--- src/rtl/csr_trap_seq_if.sv ---
// Handshake and CSR write-port bundle between the pipeline, the trap
// sequencer and the machine-mode CSR file.
interface csr_trap_seq_if;
  logic        trap_req;
  logic [31:0] trap_cause;
  logic [31:0] trap_pc;
  logic [31:0] trap_tval;
  logic        mret_req;
  logic [31:0] csr_mtvec;
  logic [31:0] csr_mepc;
  logic [31:0] csr_mstatus;
  logic        pipe_wren;
  logic [11:0] pipe_waddr;
  logic [31:0] pipe_wdata;
  logic        wren;
  logic [11:0] waddr;
  logic [31:0] wdata;
  logic        trap_ack;
  logic        stall;
  logic        flush;
  logic        jmp_do;
  logic [31:0] jmp_pc;
  logic        busy;

  modport slave (
    input  trap_req, trap_cause, trap_pc, trap_tval, mret_req,
    input  csr_mtvec, csr_mepc, csr_mstatus,
    input  pipe_wren, pipe_waddr, pipe_wdata,
    output wren, waddr, wdata, trap_ack, stall, flush, jmp_do, jmp_pc, busy
  );

  modport master (
    output trap_req, trap_cause, trap_pc, trap_tval, mret_req,
    output csr_mtvec, csr_mepc, csr_mstatus,
    output pipe_wren, pipe_waddr, pipe_wdata,
    input  wren, waddr, wdata, trap_ack, stall, flush, jmp_do, jmp_pc, busy
  );
endinterface

--- src/rtl/csr_trap_seq.sv ---
// Trap/mret sequencer owning the CSR file write port: passes pipeline writes
// through when idle, otherwise issues the trap/mret CSR updates and redirects fetch.
module csr_trap_seq (
  input  logic           clk_i,
  input  logic           rst_ni,
  csr_trap_seq_if.slave  seq_if
);

  typedef enum logic [2:0] {
    S_IDLE      = 3'd0,
    S_T_MEPC    = 3'd1,
    S_T_MCAUSE  = 3'd2,
    S_T_MTVAL   = 3'd3,
    S_T_MSTATUS = 3'd4,
    S_R_MSTATUS = 3'd5,
    S_REDIRECT  = 3'd6
  } state_e;

  localparam logic [11:0] ADDR_MSTATUS = 12'h300;
  localparam logic [11:0] ADDR_MEPC    = 12'h341;
  localparam logic [11:0] ADDR_MCAUSE  = 12'h342;
  localparam logic [11:0] ADDR_MTVAL   = 12'h343;
  localparam logic [31:0] ALIGN_MASK   = 32'hFFFF_FFFC;

  state_e      state_q, state_d;
  logic [31:0] cause_q, cause_d;
  logic [31:0] pc_q, pc_d;
  logic [31:0] tval_q, tval_d;
  logic [31:0] jmp_pc_q, jmp_pc_d;
  logic        wren_s;
  logic [11:0] waddr_s;
  logic [31:0] wdata_s;

  function automatic logic [31:0] trap_mstatus(input logic [31:0] ms);
    logic [31:0] r;
    r        = ms;
    r[7]     = ms[3];
    r[3]     = 1'b0;
    r[12:11] = 2'b11;
    return r;
  endfunction

  function automatic logic [31:0] mret_mstatus(input logic [31:0] ms);
    logic [31:0] r;
    r        = ms;
    r[3]     = ms[7];
    r[7]     = 1'b1;
    r[12:11] = 2'b11;
    return r;
  endfunction

  // Vectored mode only applies to interrupts; exceptions always use the base.
  function automatic logic [31:0] trap_target(input logic [31:0] mtvec, input logic [31:0] cause);
    logic [31:0] base;
    base = mtvec & ALIGN_MASK;
    if ((mtvec[1:0] == 2'b01) && cause[31]) begin
      return base + {cause[29:0], 2'b00};
    end else begin
      return base;
    end
  endfunction

  // State, latched trap payload and redirect target registers.
  always_ff @(posedge clk_i or negedge rst_ni) begin
    if (!rst_ni) begin
      state_q  <= S_IDLE;
      cause_q  <= 32'h0;
      pc_q     <= 32'h0;
      tval_q   <= 32'h0;
      jmp_pc_q <= 32'h0;
    end else begin
      state_q  <= state_d;
      cause_q  <= cause_d;
      pc_q     <= pc_d;
      tval_q   <= tval_d;
      jmp_pc_q <= jmp_pc_d;
    end
  end

  // Next-state, write-port mux and redirect-target capture.
  always_comb begin
    state_d  = state_q;
    cause_d  = cause_q;
    pc_d     = pc_q;
    tval_d   = tval_q;
    jmp_pc_d = jmp_pc_q;
    wren_s   = 1'b0;
    waddr_s  = 12'h0;
    wdata_s  = 32'h0;
    case (state_q)
      S_IDLE: begin
        // The accept-cycle pipeline write is older than the trap and still commits.
        wren_s  = seq_if.pipe_wren;
        waddr_s = seq_if.pipe_waddr;
        wdata_s = seq_if.pipe_wdata;
        if (seq_if.trap_req) begin
          cause_d = seq_if.trap_cause;
          pc_d    = seq_if.trap_pc;
          tval_d  = seq_if.trap_tval;
          state_d = S_T_MEPC;
        end else if (seq_if.mret_req) begin
          state_d = S_R_MSTATUS;
        end else begin
          state_d = S_IDLE;
        end
      end
      S_T_MEPC: begin
        wren_s  = 1'b1;
        waddr_s = ADDR_MEPC;
        wdata_s = pc_q & ALIGN_MASK;
        state_d = S_T_MCAUSE;
      end
      S_T_MCAUSE: begin
        wren_s  = 1'b1;
        waddr_s = ADDR_MCAUSE;
        wdata_s = cause_q;
        state_d = S_T_MTVAL;
      end
      S_T_MTVAL: begin
        wren_s  = 1'b1;
        waddr_s = ADDR_MTVAL;
        wdata_s = tval_q;
        state_d = S_T_MSTATUS;
      end
      S_T_MSTATUS: begin
        wren_s   = 1'b1;
        waddr_s  = ADDR_MSTATUS;
        wdata_s  = trap_mstatus(seq_if.csr_mstatus);
        jmp_pc_d = trap_target(seq_if.csr_mtvec, cause_q);
        state_d  = S_REDIRECT;
      end
      S_R_MSTATUS: begin
        wren_s   = 1'b1;
        waddr_s  = ADDR_MSTATUS;
        wdata_s  = mret_mstatus(seq_if.csr_mstatus);
        jmp_pc_d = seq_if.csr_mepc & ALIGN_MASK;
        state_d  = S_REDIRECT;
      end
      S_REDIRECT: begin
        state_d = S_IDLE;
      end
      default: begin
        state_d = S_IDLE;
      end
    endcase
  end

  // Pass-through is gated by reset so nothing reaches the CSR file while rst_ni is low.
  assign seq_if.wren     = rst_ni & wren_s;
  assign seq_if.waddr    = rst_ni ? waddr_s : 12'h0;
  assign seq_if.wdata    = rst_ni ? wdata_s : 32'h0;
  assign seq_if.trap_ack = (state_q == S_T_MEPC) || (state_q == S_R_MSTATUS);
  assign seq_if.stall    = (state_q != S_IDLE);
  assign seq_if.busy     = (state_q != S_IDLE);
  assign seq_if.flush    = (state_q == S_REDIRECT);
  assign seq_if.jmp_do   = (state_q == S_REDIRECT);
  assign seq_if.jmp_pc   = jmp_pc_q;

endmodule

--- src/flat_wrapper.sv ---
// flat-port wrapper written by rule: the top's interface ports become plain ports
module csr_trap_seq_flat 
  (clk_i, rst_ni, seq_if_trap_req, seq_if_trap_cause, seq_if_trap_pc, seq_if_trap_tval, seq_if_mret_req, seq_if_csr_mtvec, seq_if_csr_mepc, seq_if_csr_mstatus, seq_if_pipe_wren, seq_if_pipe_waddr, seq_if_pipe_wdata, seq_if_wren, seq_if_waddr, seq_if_wdata, seq_if_trap_ack, seq_if_stall, seq_if_flush, seq_if_jmp_do, seq_if_jmp_pc, seq_if_busy);
  csr_trap_seq_if seq_if_i ();
  input  logic clk_i;
  input  logic rst_ni;
  input wire logic [$bits(seq_if_i.trap_req)-1:0] seq_if_trap_req;
  input wire logic [$bits(seq_if_i.trap_cause)-1:0] seq_if_trap_cause;
  input wire logic [$bits(seq_if_i.trap_pc)-1:0] seq_if_trap_pc;
  input wire logic [$bits(seq_if_i.trap_tval)-1:0] seq_if_trap_tval;
  input wire logic [$bits(seq_if_i.mret_req)-1:0] seq_if_mret_req;
  input wire logic [$bits(seq_if_i.csr_mtvec)-1:0] seq_if_csr_mtvec;
  input wire logic [$bits(seq_if_i.csr_mepc)-1:0] seq_if_csr_mepc;
  input wire logic [$bits(seq_if_i.csr_mstatus)-1:0] seq_if_csr_mstatus;
  input wire logic [$bits(seq_if_i.pipe_wren)-1:0] seq_if_pipe_wren;
  input wire logic [$bits(seq_if_i.pipe_waddr)-1:0] seq_if_pipe_waddr;
  input wire logic [$bits(seq_if_i.pipe_wdata)-1:0] seq_if_pipe_wdata;
  output wire logic [$bits(seq_if_i.wren)-1:0] seq_if_wren;
  output wire logic [$bits(seq_if_i.waddr)-1:0] seq_if_waddr;
  output wire logic [$bits(seq_if_i.wdata)-1:0] seq_if_wdata;
  output wire logic [$bits(seq_if_i.trap_ack)-1:0] seq_if_trap_ack;
  output wire logic [$bits(seq_if_i.stall)-1:0] seq_if_stall;
  output wire logic [$bits(seq_if_i.flush)-1:0] seq_if_flush;
  output wire logic [$bits(seq_if_i.jmp_do)-1:0] seq_if_jmp_do;
  output wire logic [$bits(seq_if_i.jmp_pc)-1:0] seq_if_jmp_pc;
  output wire logic [$bits(seq_if_i.busy)-1:0] seq_if_busy;
  assign seq_if_i.trap_req = seq_if_trap_req;
  assign seq_if_i.trap_cause = seq_if_trap_cause;
  assign seq_if_i.trap_pc = seq_if_trap_pc;
  assign seq_if_i.trap_tval = seq_if_trap_tval;
  assign seq_if_i.mret_req = seq_if_mret_req;
  assign seq_if_i.csr_mtvec = seq_if_csr_mtvec;
  assign seq_if_i.csr_mepc = seq_if_csr_mepc;
  assign seq_if_i.csr_mstatus = seq_if_csr_mstatus;
  assign seq_if_i.pipe_wren = seq_if_pipe_wren;
  assign seq_if_i.pipe_waddr = seq_if_pipe_waddr;
  assign seq_if_i.pipe_wdata = seq_if_pipe_wdata;
  assign seq_if_wren = seq_if_i.wren;
  assign seq_if_waddr = seq_if_i.waddr;
  assign seq_if_wdata = seq_if_i.wdata;
  assign seq_if_trap_ack = seq_if_i.trap_ack;
  assign seq_if_stall = seq_if_i.stall;
  assign seq_if_flush = seq_if_i.flush;
  assign seq_if_jmp_do = seq_if_i.jmp_do;
  assign seq_if_jmp_pc = seq_if_i.jmp_pc;
  assign seq_if_busy = seq_if_i.busy;
  csr_trap_seq u_core (.clk_i(clk_i), .rst_ni(rst_ni), .seq_if(seq_if_i));
endmodule
--- config.mk ---
export PLATFORM = sky130hd
export DESIGN_NAME = csr_trap_seq_flat
export DESIGN_NICKNAME = d
export VERILOG_FILES = /design/src/rtl/csr_trap_seq_if.sv /design/src/rtl/csr_trap_seq.sv /design/src/flat_wrapper.sv
export SDC_FILE = /design/constraint.sdc
export NUM_CORES = 1
export LEC_CHECK = 0
export CAP_MARGIN = 10
export CORE_UTILIZATION = 25
export CTS_CLUSTER_DIAMETER = 200
export CTS_CLUSTER_SIZE = 14
export DETAILED_ROUTE_END_ITERATION = 6
export GPL_TIMING_DRIVEN = 0
export PLACE_DENSITY = 0.48
export SYNTH_ARGS = -nofsm -noshare
export SYNTH_HDL_FRONTEND = slang
export SYNTH_SLANG_ARGS = --single-unit
export TNS_END_PERCENT = 50
--- constraint.sdc ---
create_clock -name clk_i -period 3.06 [get_ports clk_i]
set_clock_uncertainty 0.15 [all_clocks]
set_input_delay 0.459 -clock clk_i [delete_from_list [all_inputs] [get_ports clk_i]]
set_output_delay 0.459 -clock clk_i [all_outputs]
set_load 0.05 [all_outputs]
==> flow_summary_export.csv, run 1 <==
group,metric,value,unit
setup_path,path_depth,11,
status,status,"completed",
placement,dp_hpwl,28400,um
clock_network,clk_latency,0.42,ns
sta,post-route-period-util,98.6,%
synth,yosysSeqAreaShare,39.3,%
pwr,pwr-share-clk,14.9,%
grt,grtUsageTotal,22.3,%
setup_path,crit_type,"primary input to register",
setup_path,max_stage_delay,0.50,ns
synth,ys.flop_type,"dfrtp_1",
setup_path,critPathTopFamily,"compound AO/OA/AOI/OAI gates",
sta,hold_violations,0,
cells_and_area,mostFrequentLayoutCells,"clkdlybuf4s50_1 (261), dfrtp_1 (124), nor2_1 (104)",
sta,worstMarginPinSlew,0.744,ns
clock_network,cts_sinks,127,
grt,grt-ovfl-total,0,
sta,maxSlewHeadroom,50.4,%
pwr,power_frac_seq,23.0,%
setup_path,critPathCaptureType,"register",
pwr,report.power.total,14.1,mW
worst_hold_path,hold_class,"primary input to asynchronous set/reset pin",
setup_path,reg2regPathDepth,10,
routing,routed_wl,36700,um
sta,setup_viol_count_final,0,
floorplanning,rows,65,
sta,period_needed,3.02,ns
placement,detailedPlace.worstSlack,-1.20,ns
sta,slew_violations,0,
routing,drt_iter0_markers,389,
pwr,p_sw,6.94,mW
synth,synth.distinct_cells,64,
routing,drc,0,
sta,fin_ws,0.0423,ns
synth,synth_seq_cells,127,
synth,synth.avg_cell_area,9.52,sq um
setup_path,crit_chain,"clkdlybuf4s50_1 -> ha_1 -> and2_1 -> nand2_1 -> o22ai_1 -> a221oi_1 -> o31a_1 -> a21oi_4 -> a211oi_2 -> mux2i_1 -> o21ai_1",
floorplanning,coreArea,0.0317,sq mm
floorplanning,die_w,182,um
clock_network,clk_pin_slew,0.07,ns
sta,rsz0062_at_grt,"true",
pwr,p_leak,5.27,nW
grt,grt_pass1_wl,53900,um
cells_and_area,nets,1462,
clock_network,clockRootBuffer,"clkbuf_16",
job,drv_cap,0,
grt,antenna_found_initial,4,
setup_path,slowest_stage,"clkdlybuf4s50_1",
clock_network,htree_levels,4,
routing,wl_per_cell,22.8,um
placement,dpl.cell_count,1568,
routing,dr.pass1.iters,4,
setup_path,critical_path_peak_fanout,5,
placement,port_buffers,314,
clock_network,cts_made_buffers,17,
pwr,combPwrFrac,62.1,%
floorplanning,top_level_ports,323,
pwr,powerDensity,1110,mW/mm^2
grt,grt_max_degree,77,
cells_and_area,layout-drive-gt1-share,23.1,%
pwr,cellInternalPower,7.21,mW
grt,grt_pass1_vias,8357,
synth,synthCells,850,
floorplanning,initial_core_util,25.5,%
synth,syn_area,0.00809,sq mm
pwr,peakVddDrop,0.432,mV
clock_network,cts_tree,"done",
setup_path,path_buf_inv,1,
synth,synth_edf_count,0,
cells_and_area,syn_to_final_growth,57.0,%
clock_network,clock_path_buffers,2,
sta,max_freq,0.331,GHz
routing,via_per_inst,4.95,
cells_and_area,final_common_cell,"clkdlybuf4s50_1",
setup_path,cp-start-kind,"primary input",
placement,place.gp.congestion,0.869,
routing,vias,7965,
setup_path,crit_required,3.21,ns
routing,ant_nets,0,
cells_and_area,instances_no_fill,1608,
floorplanning,dieArea,0.0331,sq mm
synth,async_reset_ff_share,100,%
synth,yosys_warnings,0,
pwr,switching_share,49.0,%
floorplanning,die_y,182,um
setup_path,worstPathArrival,3.17,ns
==> synthesized netlist by cell type (all sizes together) (8+ instances only) <==
cell type	n	share of area, %
a211oi	17	1.7
a21o	10	0.94
a21oi	61	4.0
a221oi	27	3.1
a31oi	9	0.70
and2	19	1.5
buf	27	1.9
clkbuf	32	1.5
dfrtp	127	39
ha	29	4.5
inv	8	0.37
mux2	94	13
mux2i	38	4.7
nand2	60	2.8
nand3	8	0.49
nor2	110	5.1
nor3	13	0.87
o211ai	11	1.1
o21ai	65	4.2
xnor2	8	0.87
xor2	13	1.4
==> per-layer routing <==
metal  wire length [um]  track usage [%]  up-vias  part of all wire [%]
met5                 11                0        -                 0.030
met4                447             5.28        2                   1.2
met3               2050             4.41       23                   5.6
met2              17900             38.6      285                    49
met1              16300             28.4     3863                    44
li1                   -                -     3792                     -
==> cell type report <==
class,count,area [sq um]
Clock inverter,14,156
Tap cell,402,503
Clock buffer,18,429
Antenna cell,2,5.00
Sequential cell,127,3180
Timing Repair Buffer,322,3180
Multi-Input combinational cell,656,4820
Inverter,9,35.0
Buffer,58,394
Fill cell,3204,19000
==> sequential cells by signal (all words and copies together) (netlist names) <==
| signal | cells |
|---|---|
| u_core.tval_q | 32 |
| u_core.cause_q | 32 |
| u_core.state_q | 3 |
| u_core.pc_q | 30 |
| u_core.seq_if.jmp_pc | 30 |
==> kinds of logic after synthesis <==
logic type | synth area share [%]
other cells | 0.0463
flops | 39.3
fa+ha+maj | 4.73
mux | 18.1
buf+inv | 3.85
compound gates | 18.3
xor+xnor | 2.27
simple gates | 13.4
==> final timing paths <==
check / startpoint / to / slack [ns]
worst max-delay path: seq_if_csr_mtvec[17] / u_core.seq_if.jmp_pc[30] / 0.04
worst min-delay path: rst_ni / u_core.seq_if.jmp_pc[24] / 0.008
worst max register to register: u_core.cause_q[15] / u_core.seq_if.jmp_pc[30] / 0.13
worst min register to register: u_core.seq_if.jmp_pc[19] / u_core.seq_if.jmp_pc[19] / 0.33
max in group asynchronous: rst_ni / u_core.cause_q[1] / 2.36
min in group clk_i: u_core.seq_if.jmp_pc[19] / u_core.seq_if.jmp_pc[19] / 0.33
==> per-stage QoR <==
stage	setup TNS, ns	utilization [%]	instance area, sq um	hold slack (ns)
finish	0	40.1	12700	0.00818
global route	-0.214	40.1	12700	0.0543
CTS	-0.119	39.8	12600	0.0472
detailed placement	-46.76	37.1	11800	0.320
global placement	-889.22	37.1	11800	0.313
floorplan	-0.578	-	8110	0.0134
==> power by group through the flow <==
| stage | sequential [mW] | combinational (mW) | clock, mW |
|---|---|---|---|
| floorplan | 3.61 | 5.12 | 0 |
| global placement | 3.22 | 8.51 | 0 |
| detailed placement | 3.24 | 8.54 | 0 |
| CTS | 3.24 | 8.70 | 2.15 |
| global route | 3.38 | 9.43 | 2.23 |
| finish | 3.25 | 8.79 | 2.11 |
==> what timing repair did <==
item | in CTS | in global routing
hold endpoints to repair | 76 | 0
resized for setup | 223 | 69
buffers inserted | 3 | 1
pin swaps | 2 | 9
endpoints found under the setup margin | 61 | 44
hold buffers | 3 | 0
==> worst min-delay path, delay by kind of cell <==
family / cells / cell delay (ns)
buffers and inverters: 3 / 0.53
Power figures use the tool's default switching activity.
==> run 2: changes to the inputs <==
==> constraint.sdc (replaced) <==
create_clock -name clk_i -period 3.15 [get_ports clk_i]
set_clock_uncertainty 0.15 [all_clocks]
set_input_delay 0.4725 -clock clk_i [delete_from_list [all_inputs] [get_ports clk_i]]
set_output_delay 0.4725 -clock clk_i [all_outputs]
set_load 0.05 [all_outputs]
==> run 2 against run 1 <==
Effect of this change: via count increased by 0.49%; non-clock buffer count up 6; register-to-register slack barely moved; sequential power down 3%; first-iteration DRC count fell by 12%; die area did not move; design area rose by 0.39%; critical endpoint is now seq_if_wdata[11]; critical path type is now register to output pin.
==> flow_summary_export.csv, run 2 (synthesis gave the netlist of run 1 again) <==
group,metric,value,unit
pwr,power_frac_seq,23.0,%
cells_and_area,instances_no_fill,1614,
setup_path,max_stage_delay,0.61,ns
pwr,powerDensity,1080,mW/mm^2
placement,dp_hpwl,28400,um
grt,grt_max_degree,52,
pwr,combPwrFrac,62.0,%
clock_network,cts_made_buffers,17,
floorplanning,dieArea,0.0331,sq mm
setup_path,slowest_stage,"dlygate4sd2_1",
cells_and_area,fillers,3194,
pwr,report.power.total,13.7,mW
sta,post-route-period-util,99.0,%
floorplanning,coreArea,0.0317,sq mm
sta,hold_violations,0,
cells_and_area,final_common_cell,"clkdlybuf4s50_1",
setup_path,critPathCaptureType,"output pin",
pwr,p_leak,5.30,nW
worst_hold_path,hold_class,"primary input to asynchronous set/reset pin",
routing,dr.pass1.iters,4,
sta,max_freq,0.321,GHz
sta,fin_ws,0.0318,ns
routing,drc,0,
setup_path,crit_required,2.53,ns
cells_and_area,mostFrequentLayoutCells,"clkdlybuf4s50_1 (262), dfrtp_1 (126), nor2_1 (104)",
routing,ant_nets,0,
cells_and_area,layout-drive-gt1-share,22.1,%
setup_path,crit_chain,"clkbuf_4 -> clkbuf_4 -> buf_4 -> mux2i_1 -> a211oi_1 -> dlygate4sd2_1",
clock_network,clk_latency,0.43,ns
floorplanning,top_level_ports,323,
cells_and_area,syn_to_final_growth,57.6,%
placement,detailedPlace.worstSlack,-1.12,ns
cells_and_area,reg.largest.list,"u_core.cause_q x32, u_core.tval_q x32",
floorplanning,rows,65,
floorplanning,die_w,182,um
setup_path,cp-start-kind,"register",
setup_path,worst_path_most_repeated_cell,"clkbuf_4",
routing,via_per_inst,4.96,
grt,grt_pass1_wl,54100,um
clock_network,cts_sinks,127,
setup_path,worstPathArrival,2.50,ns
cells_and_area,final_area,0.0128,sq mm
sta,worstMarginPinSlew,0.746,ns
sta,fin_setup_tns,0,ns
setup_path,reg2reg_from,"u_core.cause_q[13]",
routing,wl_per_cell,22.8,um
job,drv_cap,0,
clock_network,cts_tree,"done",
sta,maxSlewHeadroom,50.3,%
clock_network,htree_levels,4,
placement,place.gp.congestion,0.869,
clock_network,clock_path_buffers,2,
status,status,"completed",
setup_path,crit_type,"register to output pin",
pwr,pwr-share-clk,14.9,%
clock_network,clk_pin_slew,0.07,ns
pwr,cellInternalPower,7.02,mW
sta,rsz0062_at_grt,"true",
grt,grt_pass1_vias,8405,
routing,vias,8004,
routing,drt_iter0_markers,341,
clock_network,clockRootBuffer,"clkbuf_16",
grt,grtUsageTotal,22.4,%
cells_and_area,nets,1468,
setup_path,critical_path_peak_fanout,10,
placement,dpl_cell_area,0.0118,sq mm
routing,routed_wl,36900,um
floorplanning,initial_core_util,25.5,%
sta,period_needed,3.12,ns
sta,whs,0.00515,ns
sta,slew_violations,0,
pwr,peakVddDrop,0.420,mV
sta,setup_viol_count_final,0,
floorplanning,die_y,182,um
pwr,p_sw,6.71,mW
cells_and_area,final_util,40.2,%
setup_path,startpoint,"u_core.state_q[0]",
grt,antenna_found_initial,4,
grt,grt-ovfl-total,0,
placement,port_buffers,314,
pwr,switching_share,48.9,%
placement,dpl.cell_count,1568,
## run 2: changes by cell type in the layout (fill, tap and decap cells not counted), moves of 2 or more
| cell | change |
|---|---|
| buf_4 | +2 |
| clkbuf_4 | +3 |
| clkdlybuf4s15_1 | +2 |
| dfrtp_2 | -2 |
| dlygate4sd2_1 | +4 |
| ha_2 | -2 |
| a221oi_1 | +2 |
| ha_1 | +3 |
| clkbuf_2 | -4 |
| o21ai_1 | -2 |
| buf_2 | -7 |
| clkdlybuf4s15_2 | +4 |
| dfrtp_1 | +2 |
| o21ai_0 | +2 |
## run 2: what timing repair did
item	CTS	global route
pin swaps	2	6
buffers inserted	3	5
setup endpoints to repair	53	44
hold buffers	5	0
hold endpoints to repair	76	0
resized for setup	184	69
## run 2: worst max-delay path, delay by kind of cell (launching register included)
kind | cells | cell delay, ns
DFF | 1 | 0.32
buffers and inverters | 4 | 1.33
muxes | 1 | 0.14
AOI/OAI and AO/OA | 1 | 0.27
## run 2: power by group through the flow
stage,clock (mW),sequential (mW),combinational [mW]
floorplan,0,3.51,4.98
global placement,0,3.13,8.27
detailed placement,0,3.14,8.29
CTS,2.09,3.14,8.44
global route,2.16,3.28,9.15
finish,2.05,3.16,8.52
## run 2: path summary, 6_finish.rpt
kind                                             to  slack (ns)  cells past startpoint
max                                seq_if_wdata[11]        0.03                      6
min                        u_core.seq_if.jmp_pc[24]       0.005                      3
max reg2reg                u_core.seq_if.jmp_pc[30]        0.14                      9
min reg2reg                u_core.seq_if.jmp_pc[19]        0.33                      2
max in group asynchronous        u_core.cause_q[10]        2.08                      4
min in group clk_i         u_core.seq_if.jmp_pc[19]        0.33                      2
## run 2: layout make-up
type | count | area [sq um] | share of cell area (%)
multi-input cells | 656 | 4760 | 37.3
repair buffers | 328 | 3290 | 25.8
clock inverters | 14 | 156 | 1.23
well taps | 402 | 503 | 3.94
diodes | 2 | 5.00 | 0.0392
flip-flops and latches | 127 | 3180 | 24.9
plain buffers | 58 | 395 | 3.10
clock buffers | 18 | 429 | 3.36
inverters | 9 | 35.0 | 0.275
## run 2: layer usage
metal	vias to the layer above	GRT usage (%)	routed length, um
met4	2	5.95	534
met1	3892	28.6	16400
li1	3811	-	-
met5	-	0	11
met3	27	4.55	1980
met2	272	38.4	17900
